## src/rtl/seg7_pkg.sv

```systemverilog
// Shared types and constants for the seven-segment scan controller.
package seg7_pkg;

  typedef enum logic {
    ST_BLANK,
    ST_SHOW
  } scan_state_t;

  // All segments off (segments are active-low).
  localparam logic [6:0] SEG_OFF = 7'h7F;

  // Width of one displayed hex digit.
  localparam int unsigned NIBBLE_W = 4;

endpackage

```

## src/rtl/dec7seg.sv

```systemverilog
// Hex nibble to seven-segment decoder, combinational.
// Ports:
//   nibble  in  4  hex digit 0..F
//   seg_c   out 7  segments g..a, active-low (bit 0 = a)
module dec7seg (
  input  logic [3:0] nibble,
  output logic [6:0] seg_c
);

  always_comb begin
    seg_c = 7'h7F;
    case (nibble)
      4'h0:    seg_c = 7'b1000000;
      4'h1:    seg_c = 7'b1111001;
      4'h2:    seg_c = 7'b0100100;
      4'h3:    seg_c = 7'b0110000;
      4'h4:    seg_c = 7'b0011001;
      4'h5:    seg_c = 7'b0010010;
      4'h6:    seg_c = 7'b0000010;
      4'h7:    seg_c = 7'b1111000;
      4'h8:    seg_c = 7'b0000000;
      4'h9:    seg_c = 7'b0010000;
      4'hA:    seg_c = 7'b0001000;
      4'hB:    seg_c = 7'b0000011;
      4'hC:    seg_c = 7'b1000110;
      4'hD:    seg_c = 7'b0100001;
      4'hE:    seg_c = 7'b0000110;
      4'hF:    seg_c = 7'b0001110;
      default: seg_c = 7'h7F;
    endcase
  end

endmodule

```

## src/rtl/seg7_scan_ctrl.sv

```systemverilog
// Scans N common-anode digits through one shared decoder. Each digit gets a
// blank slot (all anodes off, anti-ghosting) followed by a lit slot. New
// display values are committed only on entry to digit 0's blank slot so a
// frame never shows a mix of old and new digits.
//
// Ports:
//   clk         in   1            system clock, rising edge
//   reset       in   1            synchronous, active-high
//   value       in   4*N_DIGITS   hex nibbles, digit 0 = value[3:0] (rightmost)
//   load        in   1            request to display value (strobe or held)
//   digit_en    in   N_DIGITS     per-digit enable, sampled at slot start
//   load_ack    out  1            pulse: pending value committed to display
//   SevenSeg    out  7            segments g..a, active-low
//   Anode       out  N_DIGITS     digit select, active-low
//   frame_done  out  1            pulse after the last digit's lit slot
//
// Build option: define SEG7_LZ_BLANK_EN to suppress leading zeros
// (digit 0 always shows).
module seg7_scan_ctrl
  import seg7_pkg::*;
#(
  parameter int unsigned N_DIGITS     = 4,
  parameter int unsigned SLOT_CYCLES  = 50000,
  parameter int unsigned BLANK_CYCLES = 500
) (
  input  logic                         clk,
  input  logic                         reset,
  input  logic [NIBBLE_W*N_DIGITS-1:0] value,
  input  logic                         load,
  input  logic [N_DIGITS-1:0]          digit_en,
  output logic                         load_ack,
  output logic [6:0]                   SevenSeg,
  output logic [N_DIGITS-1:0]          Anode,
  output logic                         frame_done
);

  localparam int unsigned VAL_W   = NIBBLE_W * N_DIGITS;
  localparam int unsigned DIG_W   = $clog2(N_DIGITS);
  localparam int unsigned CNT_MAX = (SLOT_CYCLES > BLANK_CYCLES) ? SLOT_CYCLES : BLANK_CYCLES;
  localparam int unsigned CNT_W   = $clog2(CNT_MAX);

  scan_state_t         state_q, state_d;
  logic [DIG_W-1:0]    digit_q, digit_d;
  logic [CNT_W-1:0]    cnt_q, cnt_d;
  logic                en_q, en_d;
  logic [VAL_W-1:0]    shown_q, shown_d;
  logic [VAL_W-1:0]    pend_q, pend_d;
  logic                pend_v_q, pend_v_d;
  logic                load_ack_d;
  logic                frame_done_d;
  logic [6:0]          seg_d;
  logic [N_DIGITS-1:0] anode_d;

  logic [NIBBLE_W-1:0] nibble_c;
  logic [6:0]          dec_seg_c;
  logic                en_cur_c;
  logic                lz_cur_c;
  logic                commit_c;
  logic [N_DIGITS-1:0] lz_dark;

  // Leading-zero mask, derived from the committed value only.
`ifdef SEG7_LZ_BLANK_EN
  assign lz_dark[0] = 1'b0;
  for (genvar i = 1; i < N_DIGITS; i++) begin : g_lz
    assign lz_dark[i] = (shown_q[VAL_W-1:NIBBLE_W*i] == '0);
  end
`else
  assign lz_dark = '0;
`endif

  // Select the current digit's nibble, enable and blanking flag.
  always_comb begin
    nibble_c = '0;
    en_cur_c = 1'b0;
    lz_cur_c = 1'b0;
    for (int unsigned i = 0; i < N_DIGITS; i++) begin
      if (digit_q == DIG_W'(i)) begin
        nibble_c = shown_q[NIBBLE_W*i +: NIBBLE_W];
        en_cur_c = digit_en[i];
        lz_cur_c = lz_dark[i];
      end
    end
  end

  dec7seg u_dec7seg (
    .nibble (nibble_c),
    .seg_c  (dec_seg_c)
  );

  // First cycle of digit 0's blank slot.
  assign commit_c = (state_q == ST_BLANK) && (digit_q == '0) && (cnt_q == '0);

  // Next-state, commit and output decode.
  always_comb begin
    state_d      = state_q;
    digit_d      = digit_q;
    cnt_d        = cnt_q + CNT_W'(1);
    en_d         = en_q;
    shown_d      = shown_q;
    pend_d       = pend_q;
    pend_v_d     = pend_v_q;
    load_ack_d   = 1'b0;
    frame_done_d = 1'b0;
    seg_d        = SEG_OFF;
    anode_d      = '1;

    case (state_q)
      ST_BLANK: begin
        if (cnt_q == CNT_W'(BLANK_CYCLES - 1)) begin
          state_d = ST_SHOW;
          cnt_d   = '0;
          en_d    = en_cur_c;
        end
      end
      ST_SHOW: begin
        if (en_q && !lz_cur_c) begin
          anode_d = ~(N_DIGITS'(1) << digit_q);
          seg_d   = dec_seg_c;
        end
        if (cnt_q == CNT_W'(SLOT_CYCLES - 1)) begin
          state_d = ST_BLANK;
          cnt_d   = '0;
          if (digit_q == DIG_W'(N_DIGITS - 1)) begin
            digit_d      = '0;
            frame_done_d = 1'b1;
          end else begin
            digit_d = digit_q + DIG_W'(1);
          end
        end
      end
      default: begin
        state_d = ST_BLANK;
        cnt_d   = '0;
      end
    endcase

    // A load arriving in the commit cycle is newer than pend, so it wins.
    if (commit_c) begin
      if (load) begin
        shown_d    = value;
        pend_v_d   = 1'b0;
        load_ack_d = 1'b1;
      end else if (pend_v_q) begin
        shown_d    = pend_q;
        pend_v_d   = 1'b0;
        load_ack_d = 1'b1;
      end
    end else if (load) begin
      pend_d   = value;
      pend_v_d = 1'b1;
    end
  end

  // State and output registers.
  always_ff @(posedge clk) begin
    if (reset) begin
      state_q    <= ST_BLANK;
      digit_q    <= '0;
      cnt_q      <= '0;
      en_q       <= 1'b0;
      shown_q    <= '0;
      pend_q     <= '0;
      pend_v_q   <= 1'b0;
      load_ack   <= 1'b0;
      frame_done <= 1'b0;
      SevenSeg   <= SEG_OFF;
      Anode      <= '1;
    end else begin
      state_q    <= state_d;
      digit_q    <= digit_d;
      cnt_q      <= cnt_d;
      en_q       <= en_d;
      shown_q    <= shown_d;
      pend_q     <= pend_d;
      pend_v_q   <= pend_v_d;
      load_ack   <= load_ack_d;
      frame_done <= frame_done_d;
      SevenSeg   <= seg_d;
      Anode      <= anode_d;
    end
  end

endmodule

```

## config.mk

```make
export PLATFORM = sky130hd
export DESIGN_NAME = seg7_scan_ctrl
export DESIGN_NICKNAME = d
export VERILOG_FILES = /design/src/rtl/seg7_pkg.sv /design/src/rtl/dec7seg.sv /design/src/rtl/seg7_scan_ctrl.sv
export SDC_FILE = /design/constraint.sdc
export NUM_CORES = 1
export LEC_CHECK = 0
export CORE_MARGIN = 5
export CORE_UTILIZATION = 50
export DETAILED_ROUTE_END_ITERATION = 8
export PLACE_DENSITY = 0.7
export REMOVE_ABC_BUFFERS = 1
export SYNTH_ARGS = -nofsm -noshare
export SYNTH_HDL_FRONTEND = slang
export SYNTH_HIERARCHICAL = 1
export SYNTH_SLANG_ARGS = --single-unit
```

## constraint.sdc

```tcl
create_clock -name clk -period 3.4 [get_ports clk]
set_input_delay 0.85 -clock clk [delete_from_list [all_inputs] [get_ports clk]]
set_output_delay 0.85 -clock clk [all_outputs]
set_load 0.02 [all_outputs]
```

==> impl_metrics.env, run 1 <==
export IMPL_run_status="finished clean"
export IMPL_syn_area_sq_mm=0.00363
export IMPL_clkTransAtPathRegs_ns=0.07
export IMPL_leakage_uw=0.00137
export IMPL_worstPathMaxFanout=11
export IMPL_min_delay_path_class="flop to flop"
export IMPL_hold_path_startpoint="en_q$_SDFFE_PP0P_"
export IMPL_globalplace_congestion=0.844
export IMPL_yosys_most_used_dff="dfxtp_1"
export IMPL_yosys_warnings=6
export IMPL_worst_path_buf_inv=3
export IMPL_seq_area_frac_synth=0.364
export IMPL_max_cap_viol_count=0
export IMPL_wl_microns=8700
export IMPL_diodes=0
export IMPL_postCtsResizedCells=0
export IMPL_crit_path_cells="inv_1 -> ha_1 -> nand3b_1 -> a21oi_1 -> a21oi_1 -> o21ai_0 -> inv_1 -> ha_1 -> inv_1 -> mux4_1 -> nand2b_1"
export IMPL_dp_cells=519
export IMPL_global_route_overflow_total=0
export IMPL_worstSetupEndpointType="flop"
export IMPL_buffer_ports_inserted=35
export IMPL_fmaxAchievable_mhz=323
export IMPL_data_required_time_at_the_worst_endpoint_ns=3.59
export IMPL_dr_first_iter_drc_count=116
export IMPL_cts_hold_fix_buffers=0
export IMPL_flow_area_growth_from_synthesis_pct=14.4
export IMPL_core_area_sq_mm=0.00718
export IMPL_timing_critical_path_mode_cell="inv_1"
export IMPL_synth_area_per_cell_sq_um=8.84
export IMPL_cts_root_buffer="clkbuf_8"
export IMPL_drt_drc_violations_left=0
export IMPL_cts_sinks=66
export IMPL_initial_utilization=0.505
export IMPL_timing_rr_start="digit_q[1]$_SDFFE_PP0P_"
export IMPL_cts_max_level=3
export IMPL_synth_top_cells_by_area="dfxtp_1 (36%), ha_1 (4.5%), nand3b_1 (4.3%), nand2b_1 (4.3%), o221ai_1 (4.1%)"
export IMPL_largest_net_degree_at_the_start_of_global_routing=49
export IMPL_numCtsBuffers=9
export IMPL_worstSkewPairLatency_ns=0.35
export IMPL_ys_top_cells_by_count="dfxtp_1 (66), nand2_1 (39), a21oi_1 (29)"
export IMPL_core_rowCount=31
export IMPL_die_h_microns=95.2
export IMPL_crit_type="flop to flop"
export IMPL_syn_inst=410
export IMPL_die_area_sq_mm=0.00906
export IMPL_rsz0062_at_grt="no"
export IMPL_startpoint="digit_q[1]$_SDFFE_PP0P_"
export IMPL_critical_path_startpoint_type="flop"
export IMPL_synth_most_common_cell="dfxtp_1"
export IMPL_irDropWorstVdd_mv=0.206
export IMPL_setup_violations=0
export IMPL_post_drt_via_cell_ratio=5.98
export IMPL_dpl_hpwl_microns=5740
export IMPL_grt_pass1_wl_microns=14300
export IMPL_synth_edff_count=0
export IMPL_wl_per_cell_microns=16.3
export IMPL_yosys_area_top_type_share=0.364
export IMPL_skew_final_ns=0.00873
export IMPL_number_of_antenna_violations_at_the_first_check_in_global_routing=0
export IMPL_report_final_slew_viol_count=0
export IMPL_synth_ff_latch_count=66
export IMPL_grt_util_all_layers=0.204
export IMPL_tritoncts_clock_tree="done"
export IMPL_grt_pass1_vias=2949
export IMPL_ioPinCount=36
export IMPL_holdWs_ns=0.464
export IMPL_crit_family="compound AO/OA/AOI/OAI gates"
export IMPL_layoutNonFillerInstCount=534
export IMPL_finalHoldViolCount=0
export IMPL_drt_pass1_iter_count=4
export IMPL_critical_path_arrival_ns=3.29
export IMPL_fillerInstances=657
export IMPL_clock_tree_buffer_depth=2
export IMPL_yosys_cell_types_count=49
export IMPL_power_per_cell_area_mw_per_mm2=417
export IMPL_place_area_sq_mm=0.00399
export IMPL_timing_critical_path_slowest_cell_delay_ns=0.56
export IMPL_net_total_in_the_final_layout=467
export IMPL_postCtsSetupBuffers=0
export IMPL_drt_antenna_violating_nets=0
export IMPL_slew_headroom=0.207
export IMPL_layout_worst_path_cycle_share=0.911
export IMPL_utilization=0.578
export IMPL_drive_above_1_share=0.0920
export IMPL_final_cell_area_sq_mm=0.00415
export IMPL_cp_slowest_cell="o21ai_0"
export IMPL_period_minus_slack_ns=3.10
export IMPL_tightestPinTransition_ns=1.18
export IMPL_async_reset_ff_frac=0
export IMPL_vias=3191
export IMPL_final_setup_tns_ns=0
export IMPL_die_width_microns=95.2
export IMPL_yosys_area_top_type="dfxtp_1"
-- kinds of logic after synthesis --
kind of cell / Yosys count / synth area share
buf+inv: 50 / 0.0711
xor+xnor: 14 / 0.0338
simple gates: 153 / 0.250
fa+ha+maj: 13 / 0.0449
flops: 66 / 0.364
compound gates: 109 / 0.216
mux: 5 / 0.0197
-- registers in the layout, summed over array words and instances, names as in the netlist --
register and count:
frame_done 1, digit_q 2, pend_v_q 1, SevenSeg 7
Anode 4, load_ack 1, pend_q 16, shown_q 16
cnt_q 16, state_q 1, en_q 1
-- path summary, 6_finish.rpt --
path                            end  slack, ns  cells past startpoint
max          SevenSeg[3]$_SDFF_PP1_       0.30                     11
min               en_q$_SDFFE_PP0P_       0.46                      2
max reg2reg  SevenSeg[3]$_SDFF_PP1_       0.30                     11
min reg2reg       en_q$_SDFFE_PP0P_       0.46                      2
-- final cells by class --
cell class | count | area (sq um) | share of cell area
inverters | 13 | 48.8 | 0.0118
clock inverters | 6 | 35.0 | 0.00844
repair buffers | 47 | 440 | 0.106
well taps | 99 | 124 | 0.0299
clock buffers | 9 | 124 | 0.0299
flip-flops and latches | 66 | 1320 | 0.318
multi-input cells | 294 | 2060 | 0.495
-- cell usage in the layout (no fill, tap or decap), drive strengths merged, types with 3 or more instances in the layout --
| cell type | n |
|---|---|
| and3 | 3 |
| or4 | 3 |
| o221ai | 17 |
| clkinv | 5 |
| dfxtp | 66 |
| a21oi | 29 |
| nor2 | 10 |
| xnor2 | 7 |
| inv | 12 |
| clkdlybuf4s50 | 35 |
| nand4 | 7 |
| nand3 | 8 |
| nand3b | 21 |
| nand2 | 39 |
| a31oi | 16 |
| ha | 13 |
| mux2i | 3 |
| nor3 | 22 |
| o21ai | 6 |
| clkbuf | 9 |
| nor4 | 4 |
| a311oi | 16 |
| nand2b | 25 |
| a41oi | 16 |
| buf | 12 |
| xor2 | 7 |
-- metal layers --
metal	global-route usage	vias to the layer above	wire length (microns)
met5	0	-	0
met4	0.0853	0	187
met3	0.0466	14	368
met2	0.327	58	4200
met1	0.264	1528	3950
li1	-	1591	-
-- power breakdown --
part,internal (uW),total [uW],switching (uW)
Clock,254,558,304
Combinational,141,312,171
Sequential,824,859,34.9
-- worst min-delay path, delay by kind of cell (launching register included) --
| family | cells | cell delay, ns |
|---|---|---|
| DFF | 1 | 0.30 |
| AOI/OAI and AO/OA | 1 | 0.06 |
| buffers and inverters | 1 | 0.06 |
-- metrics by stage --
step | power (uW) | worst slack (ns)
global route | 1830 | 0.0512
finish | 1730 | 0.303
floorplan | 1060 | -0.103
global placement | 1180 | 0.470
detailed placement | 1190 | 0.314
CTS | 1750 | 0.318
Note: power is estimated with default switching activity, not from simulation.
==> run 2, diff against run 1 <==
--- a/config.mk
+++ b/config.mk
@@ -6,9 +6,9 @@
 export NUM_CORES = 1
 export LEC_CHECK = 0
 export CORE_MARGIN = 5
-export CORE_UTILIZATION = 50
+export CORE_UTILIZATION = 55
 export DETAILED_ROUTE_END_ITERATION = 8
-export PLACE_DENSITY = 0.7
+export PLACE_DENSITY = 0.76
 export REMOVE_ABC_BUFFERS = 1
 export SYNTH_ARGS = -nofsm -noshare
 export SYNTH_HDL_FRONTEND = slang
==> impl_metrics.env, run 2 (synthesis results as in run 1) <==
export IMPL_run_status="finished clean"
export IMPL_die_area_sq_mm=0.00832
export IMPL_setup_violations=0
export IMPL_power_share_switching=0.279
export IMPL_wl_per_cell_microns=17.3
export IMPL_worstPathMaxFanout=11
export IMPL_grt_pass1_wl_microns=15000
export IMPL_layout_worst_path_cycle_share=0.907
export IMPL_core_rowCount=29
export IMPL_pwr_share_comb=0.178
export IMPL_data_required_time_at_the_worst_endpoint_ns=3.59
export IMPL_drt_antenna_violating_nets=0
export IMPL_power_switching_uw=488
export IMPL_critical_path_arrival_ns=3.28
export IMPL_layoutNonFillerInstCount=512
export IMPL_power_per_cell_area_mw_per_mm2=424
export IMPL_diodes=0
export IMPL_buffer_ports_inserted=35
export IMPL_period_minus_slack_ns=3.08
export IMPL_max_cap_viol_count=0
export IMPL_timing_rr_start="digit_q[1]$_SDFFE_PP0P_"
export IMPL_wl_microns=8840
export IMPL_largest_registers="cnt_q (16), pend_q (16), shown_q (16)"
export IMPL_crit_path_cells="inv_1 -> ha_1 -> nand3b_1 -> a21oi_1 -> a21oi_1 -> o21ai_0 -> inv_1 -> ha_1 -> inv_1 -> mux4_1 -> nand2b_1"
export IMPL_initial_utilization=0.568
export IMPL_net_total_in_the_final_layout=467
export IMPL_cts_hold_fix_buffers=0
export IMPL_most_common_layout_cells="dfxtp_1 (66), nand2_1 (39), clkdlybuf4s50_1 (35), a21oi_1 (29), nand2b_1 (25)"
export IMPL_critical_path_startpoint_type="flop"
export IMPL_grt_util_all_layers=0.218
export IMPL_core_area_sq_mm=0.00639
export IMPL_clkTransAtPathRegs_ns=0.07
export IMPL_p_seq_frac=0.491
export IMPL_drive_above_1_share=0.0897
export IMPL_most_common_library_cell_in_the_layout_ignoring_fill_and_taps="dfxtp_1"
export IMPL_worstSetupEndpointType="flop"
export IMPL_report_final_slew_viol_count=0
export IMPL_worst_path_buf_inv=3
export IMPL_tightestPinTransition_ns=1.22
export IMPL_globalplace_congestion=0.812
export IMPL_flow_area_growth_from_synthesis_pct=14.0
export IMPL_power_frac_clock=0.330
export IMPL_hold_path_startpoint="en_q$_SDFFE_PP0P_"
export IMPL_number_of_antenna_violations_at_the_first_check_in_global_routing=0
export IMPL_min_delay_path_class="flop to flop"
export IMPL_holdWs_ns=0.483
export IMPL_final_setup_tns_ns=0
export IMPL_slew_headroom=0.182
export IMPL_dr_first_iter_drc_count=208
export IMPL_irDropWorstVdd_mv=0.340
export IMPL_postCtsResizedCells=0
export IMPL_numCtsBuffers=9
export IMPL_finalHoldViolCount=0
export IMPL_tritoncts_clock_tree="done"
export IMPL_dpl_hpwl_microns=5830
export IMPL_die_width_microns=91.2
export IMPL_cts_max_level=3
export IMPL_drt_pass1_iter_count=5
export IMPL_timing_critical_path_slowest_cell_delay_ns=0.56
export IMPL_die_h_microns=91.2
export IMPL_cp_slowest_cell="o21ai_0"
export IMPL_p_total_uw=1750
export IMPL_largest_net_degree_at_the_start_of_global_routing=49
export IMPL_vias=3257
export IMPL_rsz0062_at_grt="no"
export IMPL_dp_cells=497
export IMPL_global_route_overflow_total=0
export IMPL_fmaxAchievable_mhz=324
export IMPL_skew_final_ns=0.00597
export IMPL_timing_critical_path_mode_cell="inv_1"
export IMPL_post_drt_via_cell_ratio=6.36
export IMPL_clock_tree_buffer_depth=2
export IMPL_ioPinCount=36
export IMPL_cts_sinks=66
export IMPL_crit_family="compound AO/OA/AOI/OAI gates"
export IMPL_crit_type="flop to flop"
export IMPL_leakage_uw=0.00138
export IMPL_drt_drc_violations_left=0
export IMPL_startpoint="digit_q[1]$_SDFFE_PP0P_"
export IMPL_grt_pass1_vias=3124
export IMPL_postCtsSetupBuffers=0
export IMPL_cts_root_buffer="clkbuf_8"
export IMPL_cell_internal_power_uw=1260
export IMPL_worstSkewPairLatency_ns=0.35
-- run 2: cell count changes in the layout (fill, tap and decap cells not counted) --
cell	delta
clkinv_2	-1
clkbuf_1	+1
clkinvlp_4	-2
clkbuf_8	+2
-- run 2: final timing paths --
| check | endpoint | slack [ns] | cells past startpoint |
|---|---|---|---|
| worst max-delay path | SevenSeg[3]$_SDFF_PP1_ | 0.32 | 11 |
| worst min-delay path | en_q$_SDFFE_PP0P_ | 0.48 | 2 |
| worst max register to register | SevenSeg[3]$_SDFF_PP1_ | 0.32 | 11 |
| worst min register to register | en_q$_SDFFE_PP0P_ | 0.48 | 2 |
-- run 2: area by class of cell --
type	instances	area (sq um)
Clock buffer	12	155
Clock inverter	3	15.0
Fill cell	544	2250
Inverter	13	48.8
Multi-Input combinational cell	294	2060
Sequential cell	66	1320
Tap cell	77	96.3
Timing Repair Buffer	47	440
-- run 2: worst register-to-register path: stages, from the launching register on --
cell and delay, ns:
dfxtp_1 0.41, inv_1 0.08, ha_1 0.29, nand3b_1 0.20, a21oi_1 0.15, a21oi_1 0.05
o21ai_0 0.56, inv_1 0.22, ha_1 0.34, inv_1 0.05, mux4_1 0.46, nand2b_1 0.14
-- run 2: metal layers --
| layer | global-route usage | up-vias | part of all wire |
|---|---|---|---|
| li1 | - | 1583 | - |
| met1 | 0.266 | 1560 | 0.44 |
| met2 | 0.358 | 98 | 0.49 |
| met3 | 0.0760 | 16 | 0.059 |
| met4 | 0.0733 | 0 | 0.015 |
| met5 | 0 | - | 0 |
-- run 2: per-stage QoR --
stage,worst slack [ns],util,cell area (sq um)
3_5_place_dp,0.346,0.620,3960
4_1_cts,0.323,0.647,4130
2_1_floorplan,-0.103,-,3420
6_report,0.316,0.647,4130
5_1_grt,0.0720,0.647,4130
3_3_place_gp,0.480,0.620,3960
-- run 2: power groups by stage --
stage / clock (uW) / combinational (uW) / sequential, uW
2_1_floorplan: 0 / 199 / 864
3_3_place_gp: 0 / 302 / 875
3_5_place_dp: 0 / 309 / 876
4_1_cts: 590 / 311 / 859
5_1_grt: 634 / 347 / 864
6_report: 578 / 312 / 860
